===== config.mk =====
export PLATFORM = sky130hd
export DESIGN_NAME = display_timings_gen
export DESIGN_NICKNAME = d
export VERILOG_FILES = /design/src/rtl/display_timing_pkg.sv /design/src/rtl/display_timing_axis.sv /design/src/rtl/display_timings_gen.sv
export SDC_FILE = /design/constraint.sdc
export NUM_CORES = 1
export LEC_CHECK = 0
export BUFFER_PORTS_ARGS = -buffer_cell sky130_fd_sc_hd__buf_4
export CAP_MARGIN = 20
export CORE_MARGIN = 2
export CORE_UTILIZATION = 44
export CTS_BUF_LIST = sky130_fd_sc_hd__clkbuf_8
export DETAILED_ROUTE_END_ITERATION = 12
export GPL_TIMING_DRIVEN = 0
export MAX_ROUTING_LAYER = met4
export PLACE_DENSITY = 0.66
export SYNTH_ARGS = -nofsm -noshare
export SYNTH_HDL_FRONTEND = slang
export SYNTH_SLANG_ARGS = --single-unit

===== constraint.sdc =====
create_clock -name clk_pix -period 4.62 [get_ports clk_pix]
set_clock_uncertainty 0.15 [all_clocks]
set_input_delay 0.924 -clock clk_pix [delete_from_list [all_inputs] [get_ports clk_pix]]
set_output_delay 0.924 -clock clk_pix [all_outputs]
set_load 0.01 [all_outputs]

===== src/rtl/display_timing_pkg.sv =====
// Shared raster timing descriptions: one struct per axis, common CEA/DMT presets
// and a helper that sums an axis into its total period.
package display_timing_pkg;

  typedef struct packed {
    int   active;
    int   fp;
    int   sync;
    int   bp;
    logic pol;
  } timing_t;

  localparam timing_t T_640x480_H   = '{active: 640,  fp: 16,  sync: 96,  bp: 48,  pol: 1'b0};
  localparam timing_t T_640x480_V   = '{active: 480,  fp: 10,  sync: 2,   bp: 33,  pol: 1'b0};
  localparam timing_t T_800x600_H   = '{active: 800,  fp: 40,  sync: 128, bp: 88,  pol: 1'b1};
  localparam timing_t T_800x600_V   = '{active: 600,  fp: 1,   sync: 4,   bp: 23,  pol: 1'b1};
  localparam timing_t T_1280x720_H  = '{active: 1280, fp: 110, sync: 40,  bp: 220, pol: 1'b1};
  localparam timing_t T_1280x720_V  = '{active: 720,  fp: 5,   sync: 5,   bp: 20,  pol: 1'b1};

  function automatic int total(timing_t t);
    return t.active + t.fp + t.sync + t.bp;
  endfunction

endpackage


===== src/rtl/display_timing_axis.sv =====
// One raster axis: position counter with increment/zero controls, end-of-axis flag,
// and sync/blank decode of the position the counter is about to take.
module display_timing_axis #(
  parameter int ACTIVE = 640,
  parameter int FP     = 16,
  parameter int SYNC   = 96,
  parameter int BP     = 48,
  parameter int CORDW  = 12
) (
  input  logic             clk_pix,
  input  logic             rst,
  input  logic             inc,
  input  logic             zero,
  output logic [CORDW-1:0] pos,
  output logic             at_end,
  output logic             sync_next,
  output logic             blank_next
);

  localparam int               TOTAL    = ACTIVE + FP + SYNC + BP;
  localparam logic [CORDW-1:0] LAST     = CORDW'(TOTAL - 1);
  localparam logic [CORDW-1:0] ACT_END  = CORDW'(ACTIVE);
  localparam logic [CORDW-1:0] SYNC_ON  = CORDW'(ACTIVE + FP);
  localparam logic [CORDW-1:0] SYNC_OFF = CORDW'(ACTIVE + FP + SYNC);

  logic [CORDW-1:0] pos_next;

  assign at_end = (pos == LAST);

  // zero beats inc so a restart lands on 0 rather than pos+1
  always_comb begin
    pos_next = pos;
    if (zero) begin
      pos_next = '0;
    end else if (inc) begin
      pos_next = at_end ? '0 : pos + CORDW'(1);
    end
  end

  assign sync_next  = (pos_next >= SYNC_ON) && (pos_next < SYNC_OFF);
  assign blank_next = (pos_next >= ACT_END);

  always_ff @(posedge clk_pix) begin
    if (rst) begin
      pos <= LAST;
    end else begin
      pos <= pos_next;
    end
  end

endmodule


===== src/rtl/display_timings_gen.sv =====
// Parametrised raster timing generator: chains horizontal wrap into vertical
// increment, handles pixel enable and restart, and registers all outputs together.
module display_timings_gen
  import display_timing_pkg::*;
#(
  parameter int   H_ACTIVE = 640,
  parameter int   H_FP     = 16,
  parameter int   H_SYNC   = 96,
  parameter int   H_BP     = 48,
  parameter int   V_ACTIVE = 480,
  parameter int   V_FP     = 10,
  parameter int   V_SYNC   = 2,
  parameter int   V_BP     = 33,
  parameter logic H_POL    = 1'b0,
  parameter logic V_POL    = 1'b0,
  parameter int   CORDW    = 12
) (
  input  logic             clk_pix,
  input  logic             rst,
  input  logic             ce,
  input  logic             restart,
  output logic [CORDW-1:0] sx,
  output logic [CORDW-1:0] sy,
  output logic             hsync,
  output logic             vsync,
  output logic             de,
  output logic             hblank,
  output logic             vblank,
  output logic             line,
  output logic             frame
);

  localparam timing_t H_T     = '{active: H_ACTIVE, fp: H_FP, sync: H_SYNC, bp: H_BP, pol: H_POL};
  localparam timing_t V_T     = '{active: V_ACTIVE, fp: V_FP, sync: V_SYNC, bp: V_BP, pol: V_POL};
  localparam int      H_TOTAL = total(H_T);
  localparam int      V_TOTAL = total(V_T);
  localparam int      CAP     = 2 ** CORDW;

  if (H_ACTIVE < 1 || H_FP < 1 || H_SYNC < 1 || H_BP < 1) begin : g_bad_h
    $error("display_timings_gen: horizontal timing values must all be >= 1");
  end
  if (V_ACTIVE < 1 || V_FP < 1 || V_SYNC < 1 || V_BP < 1) begin : g_bad_v
    $error("display_timings_gen: vertical timing values must all be >= 1");
  end
  if (CAP < H_TOTAL || CAP < V_TOTAL) begin : g_bad_cordw
    $error("display_timings_gen: CORDW too narrow for H_TOTAL/V_TOTAL");
  end

  logic restart_pend;
  logic jump;
  logic h_end, v_end;
  logic h_sync_next, v_sync_next;
  logic h_blank_next, v_blank_next;

  assign jump = ce && (restart || restart_pend);

  display_timing_axis #(
    .ACTIVE(H_ACTIVE), .FP(H_FP), .SYNC(H_SYNC), .BP(H_BP), .CORDW(CORDW)
  ) u_h_axis (
    .clk_pix    (clk_pix),
    .rst        (rst),
    .inc        (ce),
    .zero       (jump),
    .pos        (sx),
    .at_end     (h_end),
    .sync_next  (h_sync_next),
    .blank_next (h_blank_next)
  );

  display_timing_axis #(
    .ACTIVE(V_ACTIVE), .FP(V_FP), .SYNC(V_SYNC), .BP(V_BP), .CORDW(CORDW)
  ) u_v_axis (
    .clk_pix    (clk_pix),
    .rst        (rst),
    .inc        (ce && h_end),
    .zero       (jump),
    .pos        (sy),
    .at_end     (v_end),
    .sync_next  (v_sync_next),
    .blank_next (v_blank_next)
  );

  // A restart seen without ce is remembered until the next enabled pixel consumes it
  always_ff @(posedge clk_pix) begin
    if (rst) begin
      restart_pend <= 1'b0;
    end else if (ce) begin
      restart_pend <= 1'b0;
    end else if (restart) begin
      restart_pend <= 1'b1;
    end
  end

  // Decodes come from the next position, so outputs line up with sx/sy on the same edge
  always_ff @(posedge clk_pix) begin
    if (rst) begin
      hsync  <= ~H_POL;
      vsync  <= ~V_POL;
      de     <= 1'b0;
      hblank <= 1'b1;
      vblank <= 1'b1;
      line   <= 1'b0;
      frame  <= 1'b0;
    end else if (ce) begin
      hsync  <= h_sync_next ? H_POL : ~H_POL;
      vsync  <= v_sync_next ? V_POL : ~V_POL;
      de     <= !h_blank_next && !v_blank_next;
      hblank <= h_blank_next;
      vblank <= v_blank_next;
      line   <= jump || h_end;
      frame  <= jump || (h_end && v_end);
    end
  end

endmodule


==> impl_metrics.toml, run 1 <==
[min_path]
min_path_type = "register to register"
hold_start = "line"
holdPathStages = 2

[timing]
fin_crit_sh_pct = 64.56
rsz0062_at_grt = "false"
slew_headroom_pct = 54.39
finalHoldViolations = 0
slew_viol_final = 0
setup-tns-final_ns = 0
max_freq_mhz = 335.3
setup_violations = 0
max_slew.worst_pin.slew_ns = 0.6841
period_minus_slack_ns = 2.983

[worst_setup_path]
slowest_delay_ns = 0.49
cp.required_ns = 4.65
cpLargestDelayFamily = "simple AND/OR/NAND/NOR gates"
cp_num_buf_inv = 1
critPathKind = "primary input to register"
cp.arrival_ns = 3.02
cp_max_fo = 7
end_kind = "register"
crit_path_start = "restart"
crit_cells = 8
rrSetupSlack_ns = 1.77
critical-path-slowest-cell = "nor2_1"
cpMostUsedCell = "a21oi_1"
reg2reg_to = "de"
timing.rr.start = "u_h_axis.pos[0]"
cp_cell_sequence = "buf_4, nor2_1, nand3_1, a2111oi_0, a21oi_1, nor4_1, nand2b_1, a21oi_1"
critPathCapture = "de"
ff2ff_path_depth = 9
start_kind = "primary input"

[routing]
drt_iter0_drc = 83
drt-total-wl_microns = 5024
ant_nets = 0
vias = 1863
routedWlPerCell_microns = 15.60
route.detailed.drc = 0
first_pass_iters = 4
vias_per_cell = 5.786

[synth]
ys_seq_area_share_pct = 33.40
synth_top_area_cell = "dfxtp_1"
ys_seq_elements = 32
yosysUniqueCellTypes = 61
netlist_instances = 230
ys.flop_type = "dfxtp_1"
yosysWarnings = 0
synth_top_area_share_pct = 33.40
syn-num-nets = 237
synth_area_leaders = "dfxtp_1 33%, o21ai_0 3.7%, nor2_1 3.5%"
synthesis.area_sq_um = 1918
syn_avg_cell_area_sq_um = 8.340
async_reset_ff_share_pct = 0
synth_edf_count = 0

[finish]
area_growth_pct = 22.50
layout-drive-gt1-share_pct = 22.96
finalNonFillerCells = 322
fin_area_sq_um = 2350
nets = 276
antenna_cells = 0
post-route-util_pct = 55.11

[global_routing]
grt_pass1_vias = 1785
globalRouteTotalUtil_pct = 21.86
grt_max_degree = 11
grt_pass1_wl_microns = 8300
antenna_found_initial = 0
grt-ovfl-total = 0

[pwr]
power_frac_comb_pct = 19.4
seqPwrFrac_pct = 40.9
p_sw_share_pct = 27.12
vdd_drop_max_v = 0.0002056
p_int_mw = 0.5448
power.density_nw_per_um2 = 318.1
p_leak_nw = 0.9429
clkPwrFrac_pct = 39.7
power_switching_mw = 0.2027

[clocking]
path_clk_slew_ns = 0.07
root_buffer = "clkbuf_8"
cts-htree-levels = 2
cts_buffers = 5
cts-resized-gates = 0
clk_latency_ns = 0.29
cts_setup_buffers = 0
clk_path_buf_depth = 2
cts_tree = "done"
cts_sinks = 32
cts_hold_buf = 0

[placed_design]
place_inst = 314
place_congestion = 0.8301
dpl_cell_area_sq_um = 2223
post-dp-hpwl_microns = 3502
portBuffers = 32

[die]
start_util_pct = 44.98
dieArea_sq_um = 4904
fp.dieH_microns = 70.03
num_io_pins = 35
fp-row-count = 24
die_x_microns = 70.03
core_sq_um = 4264

[flow_run]
drv_cap = 0

[outcome]
status = "complete, no violations"
-- sequential cells by signal (all words and copies together), names as in the netlist --
name          cells
vsync             1
frame             1
hblank            1
line              1
u_h_axis.pos     12
u_v_axis.pos     12
de                1
vblank            1
restart_pend      1
hsync             1
-- synthesized netlist by cell type (2+ instances only) --
library cell  instances
a21o_1                6
nand2_1              17
and3_1                6
ha_1                  3
a41oi_1               3
or2_2                 3
dfxtp_1              32
nor3_1               11
inv_1                 5
mux2i_1               2
nand2b_1              3
clkbuf_1              9
and4_1                3
o21ai_0              14
xor2_1                6
nor4_1                4
o31ai_1               2
nand3_1              13
or3_1                 4
and4_2                2
xnor2_1               7
o31a_1                2
nand4_1               7
nor2_1               18
a31oi_1               3
buf_6                 2
a21oi_1               9
-- cell families (layout without fill, tap and decap cells) --
logic type / after synthesis / in the layout / synth area share, %
adders and majority gates: 3 / 3 / 1.957
and+or+nand+nor: 107 / 107 / 32.62
AOI/OAI and AO/OA: 54 / 54 / 19.77
DFF: 32 / 32 / 33.40
buffers and inverters: 19 / 59 / 5.283
xor gates and xnor gates: 13 / 13 / 5.936
muxes: 2 / 2 / 1.044
-- per-layer routing --
layer  share of wire [%]  wire [microns]  vias up  GRT usage (%)
met3                 5.7             287        8          6.349
li1                    -               -      931              -
met2                  48            2431       52          35.45
met4                 1.1              53        0          6.838
met5                   0               0        -              -
met1                  45            2252      872          26.28
-- power groups by stage --
stage | clock network (mW) | logic (mW) | registers [mW]
after global routing | 0.316 | 0.160 | 0.308
after global placement | 0 | 0.144 | 0.311
after floorplan | 0 | 0.0933 | 0.315
after CTS | 0.301 | 0.145 | 0.305
final | 0.297 | 0.145 | 0.305
after detailed placement | 0 | 0.144 | 0.312
-- placed cells by master (no fill, tap or decap), types with 8 or more instances in the layout --
cell | netlist | routed
a21oi_1 | 9 | 9
buf_4 | 1 | 33
clkbuf_1 | 9 | 9
clkbuf_8 | 1 | 8
dfxtp_1 | 32 | 32
nand2_1 | 17 | 17
nand3_1 | 13 | 13
nor2_1 | 18 | 18
nor3_1 | 11 | 11
o21ai_0 | 14 | 14
-- through the flow --
stage | hold WS [ns] | setup WS [ns] | power [mW]
after floorplan | 0.3369 | 1.893 | 0.4087
after global placement | 0.2929 | 1.399 | 0.4546
after global routing | 0.3465 | 1.481 | 0.7836
final | 0.3206 | 1.637 | 0.7475
after detailed placement | 0.3088 | 1.300 | 0.4559
after CTS | 0.3211 | 1.652 | 0.7519
-- worst min-delay path by stage --
| stage | slack [ns] | endpoint |
|---|---|---|
| after CTS | 0.32 | line |
| final | 0.32 | line |
| after global routing | 0.35 | line |
| after global placement | 0.29 | hblank |
| after detailed placement | 0.31 | hblank |
| after floorplan | 0.34 | de |
-- cell type report --
class                   count  area, sq um
well taps                  52        65.06
flip-flops and latches     32        640.6
inverters                   5        18.77
fillers                   413         1914
multi-input cells         179         1176
clock buffers               7        96.34
repair buffers             32        240.2
clock inverters             1        30.03
plain buffers              14        82.58
-- worst min-delay path, delay by kind of cell (launching register included) --
| family | cells | cell delay, ns |
|---|---|---|
| DFF | 1 | 0.31 |
| and+or+nand+nor | 1 | 0.06 |
| AOI/OAI and AO/OA | 1 | 0.05 |
No activity file was read; power rests on OpenSTA's default activity.
==> inputs of run 2 (changes only) <==
==> constraint.sdc (replaced) <==
create_clock -name clk_pix -period 3.01 [get_ports clk_pix]
set_clock_uncertainty 0.15 [all_clocks]
set_input_delay 0.602 -clock clk_pix [delete_from_list [all_inputs] [get_ports clk_pix]]
set_output_delay 0.602 -clock clk_pix [all_outputs]
set_load 0.01 [all_outputs]
==> run 2 against run 1 <==
- clock power up 54%
- total power increased by 54%
- register-to-register slack got worse by 1.6 ns
- wire length is 1.2% higher
- critical path depth did not move
- via count up 0.48%
- die area unchanged
- hold slack hardly changed
- critical endpoint unchanged
- largest power group unchanged
- setup slack worse by 1.4 ns
- utilization rose by 0.29 points
==> impl_metrics.toml, run 2 (same netlist as run 1, synthesis figures left out) <==
[outcome]
status = "complete, no violations"

[die]
dieArea_sq_um = 4904
num_io_pins = 35
die_x_microns = 70.03
start_util_pct = 44.98
core_sq_um = 4264
fp-row-count = 24
fp.dieH_microns = 70.03

[clocking]
cts_sinks = 32
cts-resized-gates = 0
cts_setup_buffers = 0
cts_buffers = 5
cts-htree-levels = 2
clk_latency_ns = 0.29
root_buffer = "clkbuf_8"
cts_hold_buf = 0
path_clk_slew_ns = 0.07
clk_path_buf_depth = 2
cts_tree = "done"

[routing]
drt-total-wl_microns = 5085
routedWlPerCell_microns = 15.79
vias = 1872
first_pass_iters = 4
vias_per_cell = 5.814
route.detailed.drc = 0
drt_iter0_drc = 92
ant_nets = 0

[finish]
antenna_cells = 0
nets = 276
final_cell_mix = "33 x buf_4, 32 x dfxtp_1, 18 x nor2_1"
multi_input_area_sq_um = 1189
layout-drive-gt1-share_pct = 23.70
fill_cells = 410
register_area_sq_um = 640.6
mostFrequentLayoutCell = "buf_4"
area_growth_pct = 23.16
reg.largest.list = "u_h_axis.pos x12, u_v_axis.pos x12"

[worst_setup_path]
critPathKind = "register to register"
ff2ff_path_depth = 8
cp_max_fo = 7
critPathCapture = "de"
cp.arrival_ns = 2.84
cp.required_ns = 3.04
timing.rr.start = "u_v_axis.pos[0]"
reg2reg_to = "de"
rrSetupSlack_ns = 0.21
end_kind = "register"
crit_path_start = "u_v_axis.pos[0]"
start_kind = "register"

[timing]
finalHoldViolations = 0
max_slew.worst_pin.slew_ns = 0.6884
setup_ws_ns = 0.2079
max_freq_mhz = 356.9
setup_violations = 0
fin_crit_sh_pct = 93.09
setup-tns-final_ns = 0
rsz0062_at_grt = "false"
slew_viol_final = 0
period_minus_slack_ns = 2.802
slew_headroom_pct = 53.62

[flow_run]
drv_cap = 0

[global_routing]
grt_pass1_vias = 1785
grt-ovfl-total = 0
antenna_found_initial = 0
grt_pass1_wl_microns = 8300
grt_max_degree = 11
globalRouteTotalUtil_pct = 21.86

[pwr]
power.density_nw_per_um2 = 486.5
power_frac_comb_pct = 19.4
p_int_mw = 0.8362
total_power_mw = 1.149
power_switching_mw = 0.3129
vdd_drop_max_v = 0.0003152
p_sw_share_pct = 27.23
clkPwrFrac_pct = 39.8
p_leak_nw = 0.9430
seqPwrFrac_pct = 40.8

[min_path]
min_path_type = "register to register"
holdPathStages = 2

[placed_design]
portBuffers = 32
post-dp-hpwl_microns = 3502
place_ws_ns = 0.01195
place_congestion = 0.8301
==> run 2: cell types whose count changed in the layout (fill, tap and decap cells not counted) <==
| cell | before | now |
|---|---|---|
| nor4_1 | 4 | 2 |
| nor4_2 | 0 | 2 |
==> run 2: per-stage QoR <==
stage | hold WS, ns | instance area, sq um | instances | util (%)
after floorplan | 0.3369 | 1918 | 230 | -
after global placement | 0.2929 | 2223 | 314 | 52.14
after detailed placement | 0.3088 | 2223 | 314 | 52.14
after CTS | 0.3211 | 2350 | 322 | 55.11
after global routing | 0.3465 | 2362 | 322 | 55.40
final | 0.3206 | 2362 | 322 | 55.40
==> run 2: power groups by stage <==
stage / clock [mW] / sequential [mW] / combinational (mW)
after global placement: 0 / 0.477 / 0.220
after global routing: 0.485 / 0.472 / 0.246
after floorplan: 0 / 0.484 / 0.143
after CTS: 0.463 / 0.469 / 0.223
after detailed placement: 0 / 0.478 / 0.222
final: 0.457 / 0.469 / 0.223
==> run 2: layout make-up <==
class                      count  area share, %
inverter                       5         0.7945
clock inverter                 1          1.271
sequential                    32          27.12
timing repair buffer          32          10.17
tap                           52          2.754
buffer                        14          3.496
clock buffer                   7          4.078
multi-input combinational    179          50.32
==> run 2: routing by layer <==
layer	up-vias	GRT usage [%]	wire [microns]
li1	929	-	-
met1	887	26.28	2288
met2	48	35.45	2464
met3	8	6.349	260
met4	0	6.838	71
met5	-	-	0
==> run 2: how the worst min path moves through the flow <==
| stage | startpoint | endpoint |
|---|---|---|
| after floorplan | de | de |
| after global placement | hblank | hblank |
| after detailed placement | hblank | hblank |
| after CTS | line | line |
| after global routing | line | line |
| final | line | line |
==> run 2: critical path, stage by stage (launching register included) <==
cell	delay, ns
dfxtp_1	0.44
ha_1	0.29
nand4_1	0.13
or3_1	0.36
a2111oi_0	0.53
a21oi_1	0.15
nor4_2	0.39
nand2b_1	0.18
a21oi_1	0.07
